--- config.mk ---
export PLATFORM = sky130hd
export DESIGN_NAME = uart_cmd_decoder
export DESIGN_NICKNAME = d
export VERILOG_FILES = /design/src/rtl/uart_cmd_pkg.sv /design/src/rtl/cmd_timeout_ctr.sv /design/src/rtl/uart_cmd_decoder.sv
export SDC_FILE = /design/constraint.sdc
export NUM_CORES = 1
export LEC_CHECK = 0
export ABC_CLOCK_PERIOD_IN_PS = 2980
export BUFFER_PORTS_ARGS = -buffer_cell sky130_fd_sc_hd__buf_2
export CORE_UTILIZATION = 25
export DETAILED_ROUTE_END_ITERATION = 16
export GPL_TIMING_DRIVEN = 0
export SKIP_LAST_GASP = 1
export SYNTH_ARGS = -nofsm -noshare
export SYNTH_HDL_FRONTEND = slang
export SYNTH_SLANG_ARGS = --single-unit
--- constraint.sdc ---
create_clock -name clk -period 2.98 [get_ports clk]
set_input_delay 0.298 -clock clk [delete_from_list [all_inputs] [get_ports clk]]
set_output_delay 0.298 -clock clk [all_outputs]
set_load 0.02 [all_outputs]
--- src/rtl/uart_cmd_pkg.sv ---
// uart_cmd_pkg: states, command/error codes and ASCII constants for uart_cmd_decoder
package uart_cmd_pkg;
  typedef enum logic [1:0] {IDLE, ARG, WAIT_CR, FLUSH} state_t;
  localparam logic [2:0] CMD_TIME = 3'd1, CMD_POWER = 3'd2, CMD_START = 3'd3, CMD_CANCEL = 3'd4;
  localparam logic [2:0] ERR_UNKNOWN = 3'd1, ERR_BADCHAR = 3'd2, ERR_RANGE = 3'd3, ERR_NOARG = 3'd4, ERR_TIMEOUT = 3'd5;
  localparam logic [7:0] ASCII_CR = 8'h0D, ASCII_LF = 8'h0A, ASCII_0 = 8'h30, ASCII_9 = 8'h39;
  localparam logic [7:0] ASCII_T = 8'h54, ASCII_P = 8'h50, ASCII_S = 8'h53, ASCII_X = 8'h58;
  function automatic logic [7:0] to_upper(input logic [7:0] c);
    return (c >= 8'h61 && c <= 8'h7A) ? (c & 8'hDF) : c;
  endfunction
endpackage

--- src/rtl/cmd_timeout_ctr.sv ---
// cmd_timeout_ctr: inter-byte tick counter; pulses expire on the tick that reaches LIMIT
module cmd_timeout_ctr #(
  parameter logic [15:0] LIMIT = 16'd40000
) (
  input  logic clk,
  input  logic rst,
  input  logic en,
  input  logic clr,
  input  logic tick,
  output logic expire
);
  logic [15:0] cnt;
  // a byte arriving in the same cycle wins over expiry
  assign expire = en && tick && !clr && (cnt == LIMIT - 16'd1);
  always_ff @(posedge clk or posedge rst)
    if (rst) cnt <= '0;
    else if (clr || !en || expire) cnt <= '0;
    else if (tick) cnt <= cnt + 16'd1;
endmodule

--- src/rtl/uart_cmd_decoder.sv ---
// uart_cmd_decoder: parses CR-terminated ASCII commands (T/P/S/X) into code+arg or an error code.
// Define CMD_TIMEOUT_EN to abort a partial command after TIMEOUT_TICKS ticks with no byte.
module uart_cmd_decoder
  import uart_cmd_pkg::*;
#(
  parameter logic [13:0] MAX_SECS      = 14'd5999,
  parameter logic [2:0]  MAX_DIGITS    = 3'd4,
  parameter logic [15:0] TIMEOUT_TICKS = 16'd40000
) (
  input  logic        clk,
  input  logic        rst,
  input  logic [7:0]  rx_byte,
  input  logic        rx_valid,
  input  logic        tick,
  output logic        cmd_valid,
  output logic [2:0]  cmd_code,
  output logic [13:0] cmd_arg,
  output logic        err_valid,
  output logic [2:0]  err_code
);
  state_t state, state_n;
  logic [13:0] acc, acc_n, acc10;
  logic [2:0] cnt, cnt_n, pend, pend_n, err_n;
  logic cmd_fire, err_fire, is_digit, expire;
  logic [7:0] ch;

`ifdef CMD_TIMEOUT_EN
  cmd_timeout_ctr #(.LIMIT(TIMEOUT_TICKS)) u_timeout (
    .clk(clk), .rst(rst), .en(state != IDLE), .clr(rx_valid), .tick(tick), .expire(expire)
  );
`else
  logic unused_timeout;
  assign unused_timeout = tick ^ (^TIMEOUT_TICKS);
  assign expire = 1'b0;
`endif

  assign ch = to_upper(rx_byte);
  assign is_digit = rx_byte >= ASCII_0 && rx_byte <= ASCII_9;
  assign acc10 = {acc[10:0], 3'b000} + {acc[12:0], 1'b0};

  always_comb begin
    state_n = state;
    acc_n = acc;
    cnt_n = cnt;
    pend_n = pend;
    cmd_fire = 1'b0;
    err_fire = 1'b0;
    err_n = err_code;
    if (rx_valid)
      case (state)
        IDLE:
          if (ch == ASCII_T || ch == ASCII_P) begin
            acc_n = '0;
            cnt_n = '0;
            pend_n = (ch == ASCII_T) ? CMD_TIME : CMD_POWER;
            state_n = ARG;
          end else if (ch == ASCII_S || ch == ASCII_X) begin
            acc_n = '0;
            pend_n = (ch == ASCII_S) ? CMD_START : CMD_CANCEL;
            state_n = WAIT_CR;
          end else if (ch != ASCII_CR && ch != ASCII_LF) begin
            err_fire = 1'b1;
            err_n = ERR_UNKNOWN;
            state_n = FLUSH;
          end
        ARG:
          if (is_digit) begin
            if (cnt == MAX_DIGITS || (pend == CMD_POWER && cnt != 3'd0)) begin
              err_fire = 1'b1;
              err_n = ERR_RANGE;
              state_n = FLUSH;
            end else begin
              acc_n = acc10 + {10'd0, rx_byte[3:0]};
              cnt_n = cnt + 3'd1;
            end
          end else if (rx_byte == ASCII_CR) begin
            state_n = IDLE;
            err_fire = cnt == 3'd0 || ((pend == CMD_TIME) ? acc > MAX_SECS : acc == '0);
            err_n = (cnt == 3'd0) ? ERR_NOARG : err_fire ? ERR_RANGE : err_code;
            cmd_fire = !err_fire;
          end else begin
            err_fire = 1'b1;
            err_n = ERR_BADCHAR;
            state_n = FLUSH;
          end
        WAIT_CR: begin
          cmd_fire = rx_byte == ASCII_CR;
          err_fire = !cmd_fire;
          err_n = cmd_fire ? err_code : ERR_BADCHAR;
          state_n = cmd_fire ? IDLE : FLUSH;
        end
        FLUSH: state_n = (rx_byte == ASCII_CR) ? IDLE : FLUSH;
        default: state_n = IDLE;
      endcase
    if (expire) begin
      state_n = IDLE;
      acc_n = '0;
      cnt_n = '0;
      err_fire = 1'b1;
      err_n = ERR_TIMEOUT;
    end
  end

  always_ff @(posedge clk or posedge rst)
    if (rst) begin
      state <= IDLE;
      acc <= '0;
      cnt <= '0;
      pend <= '0;
      cmd_valid <= 1'b0;
      err_valid <= 1'b0;
      cmd_code <= '0;
      cmd_arg <= '0;
      err_code <= '0;
    end else begin
      state <= state_n;
      acc <= acc_n;
      cnt <= cnt_n;
      pend <= pend_n;
      cmd_valid <= cmd_fire;
      err_valid <= err_fire;
      err_code <= err_n;
      if (cmd_fire) begin
        cmd_code <= pend;
        cmd_arg <= acc;
      end
    end
endmodule
# == Yosys cells after proc, flatten, opt, wreduce, memory -nomap -nowiden ==
# Index checks and enable logic that the tools add are counted.
# classes
magnitude_cmp,5
reduce_logical,23
muxes,44
n_addsub,3
eq_ne,24
# op_table
operator,n
2-to-1 mux 14 bit,4
2-to-1 mux 3 bit,15
== test 8 x 7 -> 1 bit (second input constant),4
case mux 14 bit (2 select lines),1
inequality test 8 x 4 -> 1 bit (second input constant),2
adder 14 bit,1
adder 14 x 4 -> 14 bit,1
> comparator 14 x 13 -> 1 bit (second input constant),1
logical NOT 14 bit,1
2-to-1 mux 2 bit,7
inequality test 2 bit (second input constant),7
2-to-1 mux 1 bit,11
AND reduction 5 bit,2
case mux 3 bit (3 select lines),1
== test 8 x 4 -> 1 bit (second input constant),1
>= comparator 8 x 6 -> 1 bit (second input constant),1
>= comparator 8 x 7 -> 1 bit (second input constant),1
<= comparator 8 x 6 -> 1 bit (second input constant),1
<= comparator 8 x 7 -> 1 bit (second input constant),1
AND reduction 8 bit,1
2-to-1 mux 6 bit,1
inequality test 3 bit (second input constant),2
case mux 2 bit (3 select lines),1
case mux 3 bit (2 select lines),1
other kinds (19),30
# totals
input_bits,12
output_inout_bits,22
register_bits,44
wordCells,108

# == Depth between registers and ports, before layout ==
# Gate-level depths: netlist (run 1).
# depth
depth_word,10
mapped_depth,10
depth_no_buf,10

# == Worst setup path before layout (run 1) ==
# Ideal clock, no wire load.
# synth_path
path_type,register to register
start,register acc[0]
end,register acc[12]
required_ns,2.884
slack_ns,0.559
arrival_time_ns,2.325
path_buffers,0
setup_ns,0.096
period_less_slack_ns,2.421
stages_incl_launch_ff,10
path_cell_list,dfrtp_1 fa_1 inv_1 fa_1 nor2b_1 o31a_1 o21ai_0 o21ai_0 xnor2_1 o31ai_1
# synth_between
elab_chain_cells,5
# synth_lines
item,line_no,rtl
start: declaration,uart_cmd_decoder.sv:22,"logic [13:0] acc, acc_n, acc10;"
start signal: assignment,uart_cmd_decoder.sv:117,acc <= acc_n;
adder 14 bit,uart_cmd_decoder.sv:39,"assign acc10 = {acc[10:0], 3'b000} + {acc[12:0], 1'b0};"
adder 14 x 4 -> 14 bit,uart_cmd_decoder.sv:73,"acc_n = acc10 + {10'd0, rx_byte[3:0]};"
2-to-1 mux 14 bit,uart_cmd_decoder.sv:68,if (cnt == MAX_DIGITS || (pend == CMD_POWER && cnt != 3'd0)) begin
2-to-1 mux 14 bit,uart_cmd_decoder.sv:67,if (is_digit) begin
case mux 14 bit (2 select lines),uart_cmd_decoder.sv:50,case (state)
# Every way passes these cells. The select of a mux whose other input is x is not followed.
# A chain may end at the register's enable or synchronous reset.

# == Worst setup path after layout (run 1) ==
# Same ends and word-level chain as after synthesis.

==> summary.txt, run 1 <==
Status - finished, violations left
Failing checks - design-rule violations
Commonest non-fill, non-tap cell in the layout - dfrtp_1
Worst Path Required - 3.17 ns
Register-to-register setup slack - 0.19 ns
Reg2Reg Depth - 9
Syn avg cell area - 10.17 sq um
Global Route met3 Usage - 0.02450
Post-CTS Hold Buffers - 0
Worst EP arrival - 2.98 ns
Proportion of layout cells with a drive suffix above 1 - 0.2285
DRT iter0 DRCs - 105
Final Hold Viols - 0
Port bufs - 32
Max rail drop VDD - 0.3426 mV
HPWL Detailed - 5.233 mm
Ys async rst share - 1.000
Ant diodes - 0
DRC errors left - 3
Fin. max-slew vios - 0
Worst Hold Class - input port to asynchronous set/reset pin
Sink Count - 44
Fmax - 358.4 MHz
IO Pins - 34
Post-Place Cell Area - 3378 sq um
Core footprint - 11,560 sq um
Post-Synthesis Cells - 296
Post-Route WL - 6.909 mm
Post-place setup slack - 0.2304 ns
Syn. warnings - 0
Setup CP Type - register to register
Post-Syn Area - 3012 sq um
GP Congestion - 0.8759
Commonest non-fill, non-tap cells in the layout - dfrtp_1, nand2_1, buf_2
Later-pin clock latency in the skew report - 0.29 ns
Via density - 5.023
Synth unique cells - 54
Clk_skew - 0.008133 ns
Sequential element share of the synthesized area - 0.3656
Unrepaired setup endpoints after global routing - no
Final std cells w/o fill - 480
TritonRoute pass-1 iters - 10
TritonCTS clock tree - done
Total grt overflow - 0
Max_slew headroom - 0.5942
Final ANT Viol Nets - 0
Via Count - 2,411
H-tree Lvls - 2
Post-CTS Setup Inserts - 0
Post-Place Cells - 472
Area delta synth->final - 19.32%
Worst setup margin - 0.1897 ns
Fin area - 3593 sq um
Pwr/cell area - 739.9 nW/um^2
Post-Syn Nets - 340
Flops & latches, synth - 44
Grt met2 use - 0.1946
Initial Util - 0.2604
GRT busiest layer - met2
Max-capacitance violation count - 0
Vias in the first global route - 2,344
Max clock buf depth - 2
Die X - 111.8 um
First-pass GRT wire length - 11.70 mm
Post-synth EDFFs - 0
Post-CTS sizing - 0
Chip Height - 111.8 um
Crit-path max FO - 5
Per-cell routed wire length - 14.39 um
Final period util - 0.9363
Top_reg_cell synth - dfrtp_1
Root Driver - clkbuf_16
Setup_tns - 0 ns
Least-Margin Pin Slew - 0.6068 ns
Die area - 12,490 sq um
Reg clk slew, reported paths - 0.07 ns
Final min period - 2.790 ns
Layout Nets - 380
Clock buffer count from CTS - 5
Row Count - 39
Crit path launch type - register
Final Core Density - 0.3107
Final setup violation count - 0
Met1 Use GR - 0.1497
Initial antenna violation count - 0
Total track usage - 0.1169
Largest net degree at the start of global routing - 25
Worst Setup End Kind - register
P_leak - 0.001695 uW
==> path summary, 6_finish.rpt <==
| path | start | to |
|---|---|---|
| max reg2reg | acc[0] | acc[12] |
| max in group asynchronous | rst | pend[1] |
| min in group clk | rx_valid | err_valid |
| min reg2reg | cmd_arg[12] | cmd_arg[12] |
| min | rst | cmd_arg[6] |
| max | acc[0] | acc[12] |
==> worst max-delay path: stages, from the launching register on <==
cell     delay (ns)
dfrtp_1        0.45
fa_1           0.56
inv_1          0.06
fa_1           0.46
nor2b_1        0.23
o31a_1         0.21
o21ai_0        0.18
o21ai_0        0.26
xnor2_1        0.10
o31ai_1        0.19
==> sequential cells by signal (all words and copies together), names as in the netlist <==
name,cells
acc,14
cmd_arg,14
cmd_code,3
cnt,3
err_code,3
pend,3
state,2
cmd_valid,1
err_valid,1
==> cells in the mapped netlist (all sizes together) (3+ instances only) <==
cell    count  area share
a21o        3      0.0075
a21oi      17       0.032
clkbuf      5      0.0062
dfrtp      44        0.37
ha         30        0.12
inv        11       0.014
mux2       25        0.11
nand2      38       0.047
nand2b      4      0.0083
nand3       5      0.0083
nand3b      3      0.0075
nand4       4       0.013
nor2       10       0.013
nor2b       6       0.012
nor3        6       0.010
nor3b       3       0.011
nor4        3      0.0062
o211ai      3      0.0091
o21ai      20       0.033
o31ai      10       0.025
o41ai       3      0.0087
xnor2       6       0.017
xor2        5       0.015
==> area by class of cell <==
| class | count | area [sq um] |
|---|---|---|
| clock buffer | 5 | 125.1 |
| buffer | 6 | 38.79 |
| fill | 1168 | 7971 |
| multi-input combinational | 234 | 1827 |
| inverter | 12 | 45.04 |
| tap | 143 | 178.9 |
| timing repair buffer | 33 | 187.7 |
| clock inverter | 3 | 90.09 |
| sequential | 44 | 1101 |
==> through the flow <==
stage | hold WS [ns] | power, uW
3_3_place_gp | 0.4850 | 1822
3_5_place_dp | 0.3574 | 1863
5_1_grt | 0.07358 | 2865
6_report | 0.02331 | 2659
2_1_floorplan | 0.4461 | 1576
4_1_cts | 0.04735 | 2681
==> power breakdown <==
group | internal, uW | total, uW | switching [uW]
logic | 423 | 1040 | 616
clock network | 565 | 800 | 235
registers | 695 | 819 | 124
total | 1680 | 2660 | 976
==> cell families after synthesis <==
group	synth area share
compound gates	0.1512
xor+xnor	0.03199
fa+ha+maj	0.1379
buf+inv	0.02784
flops	0.3656
mux	0.1126
simple gates	0.1728
==> routing by layer <==
layer / wire [um] / vias to the layer above
li1: - / 1171
met1: 3143 / 1165
met2: 3279 / 66
met3: 378 / 9
met4: 108 / 0
met5: 0 / -
Note: power is estimated with default switching activity, not from simulation.
==> run 2, diff against run 1 <==
--- a/config.mk
+++ b/config.mk
@@ -5,7 +5,7 @@
 export SDC_FILE = /design/constraint.sdc
 export NUM_CORES = 1
 export LEC_CHECK = 0
-export ABC_CLOCK_PERIOD_IN_PS = 2980
+export ABC_CLOCK_PERIOD_IN_PS = 2500
 export BUFFER_PORTS_ARGS = -buffer_cell sky130_fd_sc_hd__buf_2
 export CORE_UTILIZATION = 25
 export DETAILED_ROUTE_END_ITERATION = 16
==> constraint.sdc (replaced) <==
create_clock -name clk -period 2.5 [get_ports clk]
set_input_delay 0.25 -clock clk [delete_from_list [all_inputs] [get_ports clk]]
set_output_delay 0.25 -clock clk [all_outputs]
set_load 0.02 [all_outputs]
==> summary.txt, run 2 (synthesis gave the netlist of run 1 again) <==
Worst Hold Class - input port to register
Fin. max-slew vios - 0
Commonest non-fill, non-tap cells in the layout - dfrtp_1, nand2_1, buf_2
Crit path launch type - register
Root Driver - clkbuf_16
Fmax - 406.1 MHz
Largest delay share family, worst path - adder cells
Worst Setup End Kind - register
Reg2Reg Depth - 9
Pwr/cell area - 884.5 nW/um^2
Area delta synth->final - 23.31%
Ant diodes - 0
Post-Place Cell Area - 3378 sq um
Later-pin clock latency in the skew report - 0.29 ns
Hold Crit Depth - 3
Critical path's slowest cell - fa_2
Status - finished, violations left
Row Count - 39
Final period util - 0.9850
Crit-path max FO - 3
IO Pins - 34
Unrepaired setup endpoints after global routing - yes
Commonest non-fill, non-tap cell in the layout - dfrtp_1
Max clock buf depth - 2
Most common cell on crit path - fa_2
Max rail drop VDD - 0.4170 mV
Chip Height - 111.8 um
CP cell instances - fa_2 -> inv_2 -> fa_2 -> nor2b_2 -> o31a_1 -> o21ai_2 -> buf_4 -> xor2_1 -> o31ai_1
Worst EP arrival - 2.66 ns
Slowest stage delay, CP - 0.59 ns
Via density - 5.002
Filler instances - 1,145
Final Hold Viols - 0
Failing checks - design-rule violations
H-tree Lvls - 2
Post-Route WL - 6.976 mm
Final Core Density - 0.3211
Largest net degree at the start of global routing - 25
Max-capacitance violation count - 0
Clock buffer count from CTS - 5
Final min period - 2.463 ns
Least-Margin Pin Slew - 0.4957 ns
Max_slew headroom - 0.6695
Final ANT Viol Nets - 0
Fin area - 3714 sq um
Vias in the first global route - 2,369
Port bufs - 32
Hold Path End - err_valid
TritonRoute pass-1 iters - 11
Total track usage - 0.1172
Top flop regs - acc x14, cmd_arg x14
HPWL Detailed - 5.233 mm
DRT iter0 DRCs - 106
Reg clk slew, reported paths - 0.07 ns
DRC errors left - 3
P_leak - 0.001730 uW
First-pass GRT wire length - 11.74 mm
Min Hold Slack - 0.3423 ns
Critical R2R Launch - acc[2]
TritonCTS clock tree - done
Setup_tns - 0 ns
Initial Util - 0.2604
R2R Path End - acc[10]
Worst Path Required - 2.70 ns
Initial antenna violation count - 0
GP Congestion - 0.8759
Via Count - 2,426
Total grt overflow - 0
CP bufs+invs - 2
Die X - 111.8 um
Proportion of layout cells with a drive suffix above 1 - 0.2807
Layout Nets - 385
Clk_skew - 0.007049 ns
Setup CP Type - register to register
Register-to-register setup slack - 0.04 ns
Die area - 12,490 sq um
Per-cell routed wire length - 14.38 um
HP Start - rx_valid
Final setup violation count - 0
Core footprint - 11,560 sq um
Sink Count - 44
[run 2: report_power, final]
part	switching, uW	internal [uW]	total (uW)	leakage [uW]
clock network	277	674	951	0.000104
logic	794	566	1360	0.00104
registers	142	832	974	0.000588
total	1210	2070	3280	0.00173
[run 2: per-layer routing]
metal	GRT usage	wire length, um	vias to the layer above
li1	-	-	1182
met1	0.1500	3163	1172
met2	0.1917	3325	61
met4	0.04865	154	0
met3	0.02450	333	11
met5	0	0	-
[run 2: through the flow]
step,total power [uW],cells,setup WS (ns)
after floorplan,1878,296,0.07902
after global placement,2172,471,-0.1914
after detailed placement,2221,472,-0.2190
after CTS,3219,481,-0.08324
after global routing,3530,485,-0.05547
final,3285,485,0.03738
[run 2: final cells by class]
class	count	area [sq um]	area share
multi-input combinational	234	1902	0.5121
sequential	44	1105	0.2975
timing repair buffer	38	227.7	0.06132
tap	143	178.9	0.04818
clock buffer	5	125.1	0.03369
clock inverter	3	90.09	0.02426
inverter	12	45.04	0.01213
buffer	6	40.04	0.01078
[run 2: worst register-to-register path, stage by stage (launching register included)]
cell and delay, ns:
dfrtp_2 0.43, fa_2 0.59, inv_2 0.05, fa_2 0.35, nor2b_2 0.15, o31a_1 0.22, o21ai_2 0.09, buf_4 0.15
xor2_1 0.13, o31ai_1 0.23
[run 2: worst max path at each step]
stage           start      end  cells after the start
4_1_cts        acc[0]  acc[12]                      9
2_1_floorplan  acc[0]  acc[12]                      9
6_report       acc[2]  acc[10]                      9
3_5_place_dp   acc[0]  acc[12]                      9
3_3_place_gp   acc[0]  acc[12]                      9
5_1_grt        acc[2]  acc[12]                      9
[run 2: what timing repair did]
action / 4_1_cts / 5_1_grt
gates cloned: 0 / 0
gates resized for setup: 7 / 15
setup buffers: 0 / 4
hold buffers: 1 / 0
pin swaps: 0 / 14
endpoints found under the setup margin: 14 / 15
endpoints found under the hold margin: 3 / 0
==> run 3, diff against run 2 <==
--- a/config.mk
+++ b/config.mk
@@ -11,6 +11,7 @@
 export DETAILED_ROUTE_END_ITERATION = 16
 export GPL_TIMING_DRIVEN = 0
 export SKIP_LAST_GASP = 1
+export SLEW_MARGIN = 20
 export SYNTH_ARGS = -nofsm -noshare
 export SYNTH_HDL_FRONTEND = slang
 export SYNTH_SLANG_ARGS = --single-unit
==> constraint.sdc (replaced) <==
create_clock -name clk -period 2.5 [get_ports clk]
set_input_delay 0.375 -clock clk [delete_from_list [all_inputs] [get_ports clk]]
set_output_delay 0.375 -clock clk [all_outputs]
set_load 0.02 [all_outputs]
==> summary.txt, run 3 (synthesis gave the netlist of run 1 again) <==
Final ANT Viol Nets - 0
Ant diodes - 0
Post-Route WL - 7.045 mm
Initial antenna violation count - 0
GP Congestion - 0.8759
Pwr/cell area - 888.3 nW/um^2
Reg clk slew, reported paths - 0.07 ns
Later-pin clock latency in the skew report - 0.29 ns
Area delta synth->final - 22.97%
Critical path's slowest cell - fa_2
Fin. max-slew vios - 0
Chip Height - 111.8 um
H-tree Lvls - 2
Max-capacitance violation count - 0
Die area - 12,490 sq um
Vias in the first global route - 2,364
Final Hold Viols - 0
TritonCTS clock tree - done
Max clock buf depth - 2
Filler instances - 1,145
Via Count - 2,424
P_leak - 0.001726 uW
Max_slew headroom - 0.6588
Post-CTS Hold Buffers - 0
Root Driver - clkbuf_16
DRT iter0 DRCs - 108
Total grt overflow - 0
Layout Nets - 384
Failing checks - design-rule violations
Min Hold Slack - 0.09783 ns
Total track usage - 0.1170
Via density - 5.008
Core footprint - 11,560 sq um
Proportion of layout cells with a drive suffix above 1 - 0.2815
Final period util - 0.9843
Final setup violation count - 0
Status - finished, violations left
Port bufs - 32
Footprint of the multi-input gates - 1902 sq um
Post-place setup slack - -0.3266 ns
IO Pins - 34
Clk_skew - 0.008995 ns
Final min period - 2.461 ns
Per-cell routed wire length - 14.56 um
Worst Hold Class - input port to asynchronous set/reset pin
Fmax - 406.4 MHz
Largest net degree at the start of global routing - 25
Sink Count - 44
Max rail drop VDD - 0.4162 mV
Die X - 111.8 um
Worst setup margin - 0.03934 ns
Clock buffer count from CTS - 5
TritonRoute pass-1 iters - 10
Slowest stage delay, CP - 0.59 ns
First-pass GRT wire length - 11.72 mm
Fin area - 3704 sq um
Commonest non-fill, non-tap cell in the layout - dfrtp_1
Reg area - 1105 sq um
Post-Place Cell Area - 3378 sq um
Total Power Consumption - 3290 uW
Worst Path Required - 2.70 ns
Initial Util - 0.2604
CP cell instances - fa_2 -> inv_2 -> fa_2 -> nor2b_2 -> o31a_1 -> o21ai_2 -> buf_4 -> xor2_1 -> o31ai_1
Row Count - 39
Worst EP arrival - 2.66 ns
Setup CP Type - register to register
Crit-path max FO - 3
HPWL Detailed - 5.233 mm
Worst Setup End Kind - register
Commonest non-fill, non-tap cells in the layout - dfrtp_1, nand2_1, buf_2
Crit path launch type - register
Most common cell on crit path - fa_2
Unrepaired setup endpoints after global routing - yes
DRC errors left - 3
Top flop regs - acc x14, cmd_arg x14
Least-Margin Pin Slew - 0.5119 ns
-- run 3: cell count changes in the layout (fill, tap and decap cells not counted), sizes merged --
cell | previous run | this run
dlygate4sd3 | 1 | 0
-- run 3: worst paths after layout --
path / slack, ns / depth (start not counted) / end / from
max: 0.04 / 9 / acc[10] / acc[2]
max in group asynchronous: 1.91 / 3 / acc[0] / rst
min in group clk: 0.47 / 3 / err_valid / rx_valid
min reg2reg: 0.50 / 1 / err_code[1] / err_code[1]
min: 0.1 / 2 / cmd_arg[6] / rst
max reg2reg: 0.04 / 9 / acc[10] / acc[2]
-- run 3: cell type report --
class,instances,area share
well taps,143,0.04831
clock inverters,3,0.02432
multi-input cells,234,0.5135
clock buffers,5,0.03378
repair buffers,37,0.05878
flip-flops and latches,44,0.2983
inverters,12,0.01216
plain buffers,6,0.01081
-- run 3: what timing repair did --
| item | in CTS | in global routing |
|---|---|---|
| endpoints found under the hold margin | 0 | 0 |
| setup endpoints to repair | 14 | 15 |
| pin swaps | 0 | 14 |
| setup buffers | 0 | 4 |
| resized for setup | 7 | 15 |
| gates cloned | 0 | 0 |
-- run 3: per-stage QoR --
| step | util | cells | setup TNS [ns] |
|---|---|---|---|
| floorplan | - | 296 | 0 |
| global placement | 0.2897 | 471 | -0.8251 |
| detailed placement | 0.2921 | 472 | -1.410 |
| CTS | 0.3127 | 480 | -0.08324 |
| global route | 0.3202 | 484 | -0.1650 |
| finish | 0.3202 | 484 | 0 |
-- run 3: critical path: cells and delay by family (launching register included) --
family | cells | cell delay, ns
DFF | 1 | 0.43
buffers and inverters | 2 | 0.20
AOI/OAI and AO/OA | 3 | 0.54
adders and majority gates | 2 | 0.94
xor gates and xnor gates | 1 | 0.13
and+or+nand+nor | 1 | 0.15
-- run 3: report_power, final --
group	internal [uW]	leakage, uW	switching [uW]
Clock	674	0.000104	282
Sequential	832	0.000588	143
Combinational	565	0.00103	795
Total	2070	0.00173	1220
-- run 3: routing by layer --
metal	wire length, um	vias to the layer above	global-route usage
met5	0	-	0
met4	153	0	0.04865
met3	298	11	0.02450
met2	3342	51	0.1913
met1	3252	1182	0.1497
li1	-	1180	-
